--- config.mk ---
export PLATFORM = sky130hd
export DESIGN_NAME = psum_acc_spad_flat
export DESIGN_NICKNAME = d
export VERILOG_FILES = /design/src/rtl/psum_acc_spad_pkg.sv /design/src/rtl/psum_acc_spad_if.sv /design/src/rtl/psum_sat_add.sv /design/src/rtl/psum_acc_spad.sv /design/src/flat_wrapper.sv
export SDC_FILE = /design/constraint.sdc
export NUM_CORES = 1
export LEC_CHECK = 0
export BUFFER_PORTS_ARGS = -buffer_cell sky130_fd_sc_hd__buf_4
export CORE_MARGIN = 3
export CORE_UTILIZATION = 25
export CTS_CLUSTER_SIZE = 30
export DETAILED_ROUTE_END_ITERATION = 16
export GPL_TIMING_DRIVEN = 1
export PLACE_DENSITY = 0.35
export SETUP_SLACK_MARGIN = 0.1
export SKIP_CTS_REPAIR_TIMING = 1
export SKIP_LAST_GASP = 1
export SLEW_MARGIN = 40
export SYNTH_ARGS = -nofsm -noshare
export SYNTH_HDL_FRONTEND = slang
export SYNTH_SLANG_ARGS = --single-unit
--- constraint.sdc ---
create_clock -name clk -period 12 [get_ports clk]
set_input_delay 1.8 -clock clk [delete_from_list [all_inputs] [get_ports clk]]
set_output_delay 1.8 -clock clk [all_outputs]
set_load 0.02 [all_outputs]
--- src/rtl/psum_acc_spad_pkg.sv ---
// Shared psum types: scratchpad FSM states and the saturation helper used by the
// scratchpad adder and the MAC.
package psum_pkg;

    typedef enum logic [1:0] {
        IDLE,
        CLEAR,
        DRAIN
    } spad_state_e;

    typedef enum logic [1:0] {
        SAT_NONE,
        SAT_POS,
        SAT_NEG
    } sat_kind_e;

    // A W+1-bit signed sum of two W-bit operands overflowed W bits exactly when
    // its top two bits disagree; the top bit tells the direction.
    function automatic sat_kind_e sat_kind(input logic sign_ext, input logic sign_w);
        if (sign_ext == sign_w) begin
            return SAT_NONE;
        end else if (!sign_ext) begin
            return SAT_POS;
        end else begin
            return SAT_NEG;
        end
    endfunction

endpackage

--- src/rtl/psum_acc_spad_if.sv ---
// Accumulate request and drain stream handshakes of the psum scratchpad.
interface psum_acc_spad_if #(
    parameter int DATA_WIDTH = 16,
    parameter int ADDR_WIDTH = 5
);
    logic                         acc_valid;
    logic                         acc_ready;
    logic [ADDR_WIDTH-1:0]        acc_addr;
    logic signed [DATA_WIDTH-1:0] acc_din;
    logic                         acc_load;

    logic                         drain_valid;
    logic                         drain_ready;
    logic signed [DATA_WIDTH-1:0] drain_data;
    logic                         drain_last;

    modport master (
        output acc_valid, acc_addr, acc_din, acc_load, drain_ready,
        input  acc_ready, drain_valid, drain_data, drain_last
    );

    modport slave (
        input  acc_valid, acc_addr, acc_din, acc_load, drain_ready,
        output acc_ready, drain_valid, drain_data, drain_last
    );
endinterface

--- src/rtl/psum_sat_add.sv ---
// Signed W-bit adder; SATURATE!=0 clamps to the signed range, otherwise wraps.
module psum_sat_add
    import psum_pkg::*;
#(
    parameter int DATA_WIDTH = 16,
    parameter int SATURATE   = 1
) (
    input  logic signed [DATA_WIDTH-1:0] a_i,
    input  logic signed [DATA_WIDTH-1:0] b_i,
    output logic signed [DATA_WIDTH-1:0] sum_o
);

    logic signed [DATA_WIDTH:0] sum_ext;

    always_comb begin
        sum_ext = {a_i[DATA_WIDTH-1], a_i} + {b_i[DATA_WIDTH-1], b_i};
        sum_o   = sum_ext[DATA_WIDTH-1:0];
        if (SATURATE != 0) begin
            case (sat_kind(sum_ext[DATA_WIDTH], sum_ext[DATA_WIDTH-1]))
                SAT_POS: sum_o = {1'b0, {(DATA_WIDTH-1){1'b1}}};
                SAT_NEG: sum_o = {1'b1, {(DATA_WIDTH-1){1'b0}}};
                default: ;
            endcase
        end
    end

endmodule

--- src/rtl/psum_acc_spad.sv ---
// Partial-sum scratchpad: in-place accumulate (2-stage RMW), bulk clear,
// valid/ready drain stream and an always-on registered read port.
module psum_acc_spad
    import psum_pkg::*;
#(
    parameter int MEM_DEPTH      = 24,
    parameter int DATA_WIDTH     = 16,
    parameter int ADDR_WIDTH     = $clog2(MEM_DEPTH),
    parameter int SATURATE       = 1,
    parameter int CLEAR_ON_DRAIN = 1
) (
    input  logic                  clk,
    input  logic                  rst_n,
    psum_acc_spad_if.slave        bus,
    input  logic [ADDR_WIDTH-1:0] rd_addr,
    output logic [DATA_WIDTH-1:0] rd_data,
    input  logic                  clr_start,
    input  logic                  drain_start,
    output logic                  busy
);

    localparam logic [ADDR_WIDTH-1:0] LAST_IDX = ADDR_WIDTH'(MEM_DEPTH - 1);
    localparam logic [ADDR_WIDTH-1:0] ONE      = ADDR_WIDTH'(1);

    logic signed [DATA_WIDTH-1:0] mem [MEM_DEPTH];

    spad_state_e                  state_q, state_d;
    logic [ADDR_WIDTH-1:0]        idx_q, idx_d;
    logic                         fetch_done_q, fetch_done_d;

    logic                         s1_valid_q;
    logic [ADDR_WIDTH-1:0]        s1_addr_q;
    logic signed [DATA_WIDTH-1:0] s1_din_q;
    logic                         s1_load_q;

    logic                         drain_valid_q, drain_valid_d;
    logic signed [DATA_WIDTH-1:0] drain_data_q, drain_data_d;
    logic                         drain_last_q, drain_last_d;
    logic [DATA_WIDTH-1:0]        rd_data_q;

    logic                         fetch;
    logic signed [DATA_WIDTH-1:0] s2_old, s2_sum;
    logic                         we;
    logic [ADDR_WIDTH-1:0]        waddr;
    logic signed [DATA_WIDTH-1:0] wdata;

    assign bus.acc_ready   = (state_q == IDLE) && !clr_start && !drain_start;
    assign bus.drain_valid = drain_valid_q;
    assign bus.drain_data  = drain_data_q;
    assign bus.drain_last  = drain_last_q;
    assign busy            = (state_q != IDLE);
    assign rd_data         = rd_data_q;

    assign s2_old = mem[s1_addr_q];

    psum_sat_add #(
        .DATA_WIDTH(DATA_WIDTH),
        .SATURATE  (SATURATE)
    ) u_sat_add (
        .a_i  (s2_old),
        .b_i  (s1_din_q),
        .sum_o(s2_sum)
    );

    always_comb begin
        state_d       = state_q;
        idx_d         = idx_q;
        fetch_done_d  = fetch_done_q;
        drain_valid_d = drain_valid_q;
        drain_data_d  = drain_data_q;
        drain_last_d  = drain_last_q;
        fetch         = 1'b0;
        unique case (state_q)
            IDLE: begin
                if (clr_start) begin
                    state_d = CLEAR;
                end else if (drain_start) begin
                    state_d = DRAIN;
                end
            end
            CLEAR: begin
                idx_d = idx_q + ONE;
                if (idx_q == LAST_IDX) begin
                    state_d = IDLE;
                    idx_d   = '0;
                end
            end
            DRAIN: begin
                if (!drain_valid_q || bus.drain_ready) begin
                    if (drain_valid_q && drain_last_q) begin
                        state_d       = IDLE;
                        drain_valid_d = 1'b0;
                        drain_last_d  = 1'b0;
                        fetch_done_d  = 1'b0;
                        idx_d         = '0;
                    end else if (!fetch_done_q) begin
                        fetch         = 1'b1;
                        drain_valid_d = 1'b1;
                        drain_data_d  = mem[idx_q];
                        drain_last_d  = (idx_q == LAST_IDX);
                        idx_d         = idx_q + ONE;
                        if (idx_q == LAST_IDX) begin
                            fetch_done_d = 1'b1;
                            idx_d        = '0;
                        end
                    end else begin
                        drain_valid_d = 1'b0;
                    end
                end
            end
            default: state_d = IDLE;
        endcase
    end

    // Stage-2 writes only follow IDLE-cycle accepts, so they never collide with
    // clear/drain-fetch writes, which happen strictly after the FSM transition.
    always_comb begin
        we    = 1'b0;
        waddr = s1_addr_q;
        wdata = s1_load_q ? s1_din_q : s2_sum;
        if (s1_valid_q) begin
            we = 1'b1;
        end else if (state_q == CLEAR || (fetch && CLEAR_ON_DRAIN != 0)) begin
            we    = 1'b1;
            waddr = idx_q;
            wdata = '0;
        end
    end

    always_ff @(posedge clk) begin
        if (we) begin
            mem[waddr] <= wdata;
        end
    end

    always_ff @(posedge clk or negedge rst_n) begin
        if (!rst_n) begin
            state_q       <= IDLE;
            idx_q         <= '0;
            fetch_done_q  <= 1'b0;
            s1_valid_q    <= 1'b0;
            s1_addr_q     <= '0;
            s1_din_q      <= '0;
            s1_load_q     <= 1'b0;
            drain_valid_q <= 1'b0;
            drain_data_q  <= '0;
            drain_last_q  <= 1'b0;
            rd_data_q     <= '0;
        end else begin
            state_q       <= state_d;
            idx_q         <= idx_d;
            fetch_done_q  <= fetch_done_d;
            drain_valid_q <= drain_valid_d;
            drain_data_q  <= drain_data_d;
            drain_last_q  <= drain_last_d;
            rd_data_q     <= mem[rd_addr];
            s1_valid_q    <= bus.acc_valid && bus.acc_ready;
            if (bus.acc_valid && bus.acc_ready) begin
                s1_addr_q <= bus.acc_addr;
                s1_din_q  <= bus.acc_din;
                s1_load_q <= bus.acc_load;
            end
        end
    end

endmodule

--- src/flat_wrapper.sv ---
// flat-port wrapper written by rule: the top's interface ports become plain ports
module psum_acc_spad_flat import psum_pkg::*;
#(
    parameter int MEM_DEPTH      = 24,
    parameter int DATA_WIDTH     = 16,
    parameter int ADDR_WIDTH     = $clog2(MEM_DEPTH),
    parameter int SATURATE       = 1,
    parameter int CLEAR_ON_DRAIN = 1
)
  (clk, rst_n, rd_addr, rd_data, clr_start, drain_start, busy, bus_acc_valid, bus_acc_addr, bus_acc_din, bus_acc_load, bus_drain_ready, bus_acc_ready, bus_drain_valid, bus_drain_data, bus_drain_last);
  psum_acc_spad_if #(.DATA_WIDTH(DATA_WIDTH), .ADDR_WIDTH(ADDR_WIDTH)) bus_i ();
  input  logic clk;
  input  logic rst_n;
  input  logic [ADDR_WIDTH-1:0] rd_addr;
  output logic [DATA_WIDTH-1:0] rd_data;
  input  logic clr_start;
  input  logic drain_start;
  output logic busy;
  input wire logic [$bits(bus_i.acc_valid)-1:0] bus_acc_valid;
  input wire logic [$bits(bus_i.acc_addr)-1:0] bus_acc_addr;
  input wire logic [$bits(bus_i.acc_din)-1:0] bus_acc_din;
  input wire logic [$bits(bus_i.acc_load)-1:0] bus_acc_load;
  input wire logic [$bits(bus_i.drain_ready)-1:0] bus_drain_ready;
  output wire logic [$bits(bus_i.acc_ready)-1:0] bus_acc_ready;
  output wire logic [$bits(bus_i.drain_valid)-1:0] bus_drain_valid;
  output wire logic [$bits(bus_i.drain_data)-1:0] bus_drain_data;
  output wire logic [$bits(bus_i.drain_last)-1:0] bus_drain_last;
  assign bus_i.acc_valid = bus_acc_valid;
  assign bus_i.acc_addr = bus_acc_addr;
  assign bus_i.acc_din = bus_acc_din;
  assign bus_i.acc_load = bus_acc_load;
  assign bus_i.drain_ready = bus_drain_ready;
  assign bus_acc_ready = bus_i.acc_ready;
  assign bus_drain_valid = bus_i.drain_valid;
  assign bus_drain_data = bus_i.drain_data;
  assign bus_drain_last = bus_i.drain_last;
  psum_acc_spad #(.MEM_DEPTH(MEM_DEPTH), .DATA_WIDTH(DATA_WIDTH), .ADDR_WIDTH(ADDR_WIDTH), .SATURATE(SATURATE), .CLEAR_ON_DRAIN(CLEAR_ON_DRAIN)) u_core (.clk(clk), .rst_n(rst_n), .bus(bus_i), .rd_addr(rd_addr), .rd_data(rd_data), .clr_start(clr_start), .drain_start(drain_start), .busy(busy));
endmodule
Yosys cells after proc, flatten, opt, wreduce, memory -nomap -nowiden:

Memories as Yosys holds them, arrays and structs flattened. A register that Yosys moved wholly into a read port is not among the register bits.
Index checks and enable logic that the tools add are counted.

* $add $sub $neg: 2
* bitwise logic cells: 2
* equality and inequality tests: 12
* reductions and logical operators: 19
* multiplexer cells: 32

Operators with widths (number)
* 2-to-1 mux 16 bit: 3
* one-hot mux 16 bit (2 select lines): 1
* 2-to-1 mux 5 bit: 6
* adder 16 x 16 -> 17 bit: 1
* 2-to-1 mux 2 bit: 7
* 2-to-1 mux 1 bit: 13
* one-hot mux 5 bit (2 select lines): 1
* AND reduction 4 bit: 2
* inequality test 2 x 1 -> 1 bit (second input constant): 3
* inequality test 3 bit (second input constant): 2
* one-hot mux 2 bit (3 select lines): 1
* AND reduction 3 bit: 2
* adder 5 x 1 -> 5 bit (second input constant): 1
* equality test 5 bit (second input constant): 1
* zero test 1 bit: 5
* equality test 2 x 1 -> 1 bit (second input constant): 2
* equality test 2 bit (second input constant): 2
* logical AND 1 bit: 4
* nonzero test 2 bit: 2
* zero test 2 bit: 1
* logical OR 1 bit: 2
* inequality test 2 bit (second input constant): 1
* NOT 1 bit: 2
* AND reduction 2 bit: 1
* equality test 1 bit: 1

* bits in writable memories: 384
* bits of input ports: 33
* flip-flop bits (word level): 33
* memories: 1

Memory list
* u_core.mem: words 24, width 16, rd ports 3, clocked after Yosys merged registers in 2, wr ports 1, line psum_acc_spad.sv:25 `logic signed [DATA_WIDTH-1:0] mem [MEM_DEPTH];`

Depth between registers and ports, before layout:

* depth after elaboration: 9
* gate-level depth with buffers: 22
* mapped depth without buffers: 19

By module:

A second synthesis with hierarchy kept.

* cells, all modules: 1727
* area, all modules: 25047.8 um2

Modules (own cells, without submodules)
* psum_acc_spad: cells an instance 1583, times used 1, area each 24049.3 um2
* psum_sat_add: cells an instance 144, times used 1, area each 998.5 um2

Worst setup path after synthesis:

No wires, ideal clock.

* kind: flip-flop to flip-flop
* start: register u_core.s1_addr_q[0]
* end: memory u_core.mem[0][13], data pin
* path buffers: 4
* required time: 11.378 ns
* period minus slack after synthesis: 7.189 ns
* stages on the path, launching flop included: 21
* path slack: 4.811 ns
* data arrival time: 6.567 ns
* cells stage by stage: dfrtp_1 buf_6 buf_2 mux4_2 mux4_2 nor2_1 a21oi_1 ha_1 clkbuf_1 nand3_1 or3_1 o221ai_1 a21oi_1 xnor2_1 ha_1 clkbuf_1 nor2b_1 or2_2 nor3_1 mux2_2 a2111oi_0

* word-level cells in the longest chain between the ends: 9

Ends and longest elaborated chain
* start, declared: line psum_acc_spad.sv:32 `logic [ADDR_WIDTH-1:0] s1_addr_q;`
* start signal, assigned: line psum_acc_spad.sv:159 `s1_addr_q <= bus.acc_addr;`
* memory read (24 x 16 bit) *
* adder 16 x 16 -> 17 bit *: line psum_sat_add.sv:16 `sum_ext = {a_i[DATA_WIDTH-1], a_i} + {b_i[DATA_WIDTH-1], b_i};`
* 2-to-1 mux 2 bit / equality test 1 bit (equally long branches): line psum_acc_spad_pkg.sv:22, psum_acc_spad_pkg.sv:20
* 2-to-1 mux 2 bit: line psum_acc_spad_pkg.sv:20 `if (sign_ext == sign_w) begin`
* equality test 2 bit / equality test 2 x 1 -> 1 bit (equally long branches): line psum_sat_add.sv:19 `case (sat_kind(sum_ext[DATA_WIDTH], sum_ext[DATA_WIDTH-1]))`
* one-hot mux 16 bit (2 select lines) *: line psum_sat_add.sv:19
* 2-to-1 mux 16 bit *: line psum_acc_spad.sv:120 `wdata = s1_load_q ? s1_din_q : s2_sum;`
* 2-to-1 mux 16 bit: line psum_acc_spad.sv:123 `end else if (state_q == CLEAR || (fetch && CLEAR_ON_DRAIN != 0)) begin`
* 2-to-1 mux 16 bit *: line psum_acc_spad.sv:121 `if (s1_valid_q) begin`
* named net u_core.wdata[13]: line psum_acc_spad.sv:45 `logic signed [DATA_WIDTH-1:0] wdata;`
* end, declared: line psum_acc_spad.sv:25

The timed path passes the listed nets; every way through them passes the cells marked *.

Worst setup path in the final report:

* start: register u_core.s1_addr_q[1]
* end: memory u_core.mem[12][13], data pin

The elaborated chain is that of the path after synthesis.

==> impl_metrics.json <==
{
  "fp-row-count": 113,
  "async_reset_ff_share_pct": 14.5,
  "dp_slack_ns": 5.01,
  "critPathMaxFanout": 41,
  "ant_nets": 0,
  "via_count": 14400,
  "synth_sequential_area_ratio_pct": 54.2,
  "slew_headroom_pct": 43.3,
  "layout_setup_ws_ns": 5.02,
  "htree_levels": 2,
  "fin_cells": 2753,
  "port_buffers": 68,
  "drc": 0,
  "crit_arrival_ns": 7.41,
  "fin_crit_sh_pct": 58.1,
  "fill_cells": 9413,
  "grt_pass1_wl_um": 126000,
  "path_clk_slew_ns": 0.06,
  "cts_buffer_depth": 3,
  "ir_drop_mv": 0.243,
  "first_pass_iters": 5,
  "synth_enable_flop_cells": 384,
  "powerDensity_nw_per_um2": 356,
  "cts.sinks": 449,
  "synthesis.nets": 1421,
  "drv_slew": 0,
  "ys_ff_latch": 449,
  "path_class": "reg2reg",
  "first_iter_violations": 1035,
  "power.leakage_uw": 0.00925,
  "first_global_vias": 15400,
  "core_um2": 95600,
  "antenna_found_initial": 3,
  "fin_tns_setup_ns": 0,
  "cts_inserted_buffers": 55,
  "status": "completed",
  "wire_per_inst_um": 32.2,
  "drive_above_1_share_pct": 42.7,
  "grt_setup_unrepaired": "false",
  "die_w_um": 318,
  "max_freq_mhz": 143,
  "worstHoldPathType": "reg2reg",
  "avgSynthCellArea_um2": 17.8,
  "hold_viol_final": 0,
  "io_pins": 69,
  "final_nets": 1498,
  "tritoncts": "done",
  "seq_area_um2": 13200,
  "grt_util_all_layers_pct": 17.5,
  "worst_setup_path_start_kind": "flop",
  "post_drt_via_cell_ratio": 5.23,
  "synth_area_um2": 24300,
  "synth_cell_types": 56,
  "finClkSkew_ns": 0.0197,
  "worst_pin_slew_ns": 0.846,
  "placed_cells": 2651,
  "multi_input_comb_area_um2": 10700,
  "setup-violations-final": 0,
  "place_congestion": 0.790,
  "grt_max_degree": 65,
  "fp.dieH_um": 318,
  "area_delta_synth_final_pct": 17.3,
  "reg2reg_setup_slack_ns": 5.02,
  "required_ns": 12.43,
  "cp-end-kind": "flop",
  "cts_root_buffer": "clkbuf_16",
  "dp_hpwl_um": 55700,
  "ys.flop_type": "edfxtp_1",
  "drt-total-wl_um": 88700,
  "finalCriticalPeriod_ns": 6.98,
  "synth_warnings": 0,
  "synthCells": 1366,
  "start_util_pct": 25.4,
  "clock_latency_ns": 0.62,
  "gr-total-overflow": 0,
  "drv_cap": 0,
  "fp.dieArea_um2": 101000
}
[state kept, by name (all words and copies together), names as in the netlist, 2 cells and up]
name / flops
u_core.bus.drain_data: 16
u_core.rd_data: 16
u_core.idx_q: 5
u_core.mem: 384
u_core.state_q: 2
u_core.s1_addr_q: 5
u_core.s1_din_q: 16
[per-stage QoR]
stage / hold WS [ns] / power [uW] / cell area [um^2] / utilization (%)
after floorplan: 0.501 / 6430 / 24300 / -
after global placement: 0.472 / 8430 / 26400 / 27.7
after detailed placement: 0.478 / 8550 / 26600 / 27.8
after CTS: 0.492 / 10300 / 28400 / 29.8
after global routing: 0.510 / 10700 / 28400 / 29.8
final: 0.489 / 10100 / 28400 / 29.8
[metal layers]
layer	up-vias	GRT usage, %	part of all wire, %
met5	-	0	0
met4	0	4.07	2.2
met3	105	2.37	3.5
met2	335	29.2	49
met1	7987	24.3	45
li1	5960	-	-
[power by group]
group          switching [uW]  leakage (uW)  internal [uW]
sequential                231       0.00427           3230
clock                     698      0.000891           1020
combinational            3180       0.00408           1760
[cell families after synthesis]
kind of cell / count (synthesis) / synth area share, %
DFF: 449 / 54.2
muxes: 412 / 34.5
and+or+nand+nor: 187 / 3.49
AOI/OAI and AO/OA: 153 / 3.69
buffers and inverters: 136 / 2.70
adders and majority gates: 22 / 1.17
xor gates and xnor gates: 7 / 0.253
[cell usage in the layout, fill, tap and decap left out, drive strengths merged, types with 4 or more instances in the layout]
cell / count
edfxtp: 384
mux4: 336
buf: 132
nor2: 75
clkbuf: 68
dfrtp: 65
nand2: 55
a21oi: 55
o21ai: 53
mux2i: 50
mux2: 26
inv: 24
clkinv: 22
ha: 21
nand3: 15
a221oi: 9
a31oi: 8
nor2b: 7
nand2b: 7
xnor2: 6
and3: 6
bufinv: 6
a21o: 5
clkinvlp: 5
nor3: 4
[critical path, cell delays in order, from the launching register on]
cell	delay, ns
dfrtp_4	0.85
buf_4	0.72
mux4_2	0.44
mux4_2	0.47
nor2_1	0.10
a21oi_1	0.10
ha_1	0.52
nand3_1	0.20
or3_1	0.43
o221ai_1	0.20
a21oi_1	0.12
xnor2_1	0.13
ha_1	0.56
nor2b_1	0.47
or2_2	0.25
nor3_1	0.05
mux2_2	0.28
a2111oi_2	0.38
buf_4	0.35
[layout make-up]
type | count | share of cell area (%)
diodes | 1 | 0.00880
clock buffers | 68 | 5.30
clock inverters | 33 | 1.15
inverters | 24 | 0.317
multi-input cells | 781 | 37.7
flip-flops and latches | 449 | 46.3
well taps | 1265 | 5.56
repair buffers | 132 | 3.64
[cell usage after synthesis, types with 15 or more instances]
library cell  number  area, um^2
a21oi_1           55         275
buf_1             15        56.3
buf_2             37         185
clkbuf_1          47         176
dfrtp_1           65        1630
edfxtp_1         384       11500
ha_1              21         263
inv_1             22        82.6
mux2_2            23         259
mux2i_1           50         500
mux4_2           336        7570
nand2_1           55         206
nand3_1           15        75.1
nor2_1            75         282
o21ai_0           35         175
o21ai_1           17        85.1
[final timing paths]
check,start,cells past startpoint,endpoint
setup reg to reg,u_core.s1_addr_q[1]$_DFFE_PN0P_,18,u_core.mem[12][13]$_DFFE_PP_
max in group asynchronous,rst_n,2,u_core.s1_load_q$_DFFE_PN0P_
setup / recovery,u_core.s1_addr_q[1]$_DFFE_PN0P_,18,u_core.mem[12][13]$_DFFE_PP_
hold / removal,u_core.bus.drain_data[9]$_DFFE_PN0P_,2,u_core.bus.drain_data[9]$_DFFE_PN0P_
hold reg to reg,u_core.bus.drain_data[9]$_DFFE_PN0P_,2,u_core.bus.drain_data[9]$_DFFE_PN0P_
min in group asynchronous,rst_n,1,u_core.s1_addr_q[0]$_DFFE_PN0P_
Power figures use the tool's default switching activity.
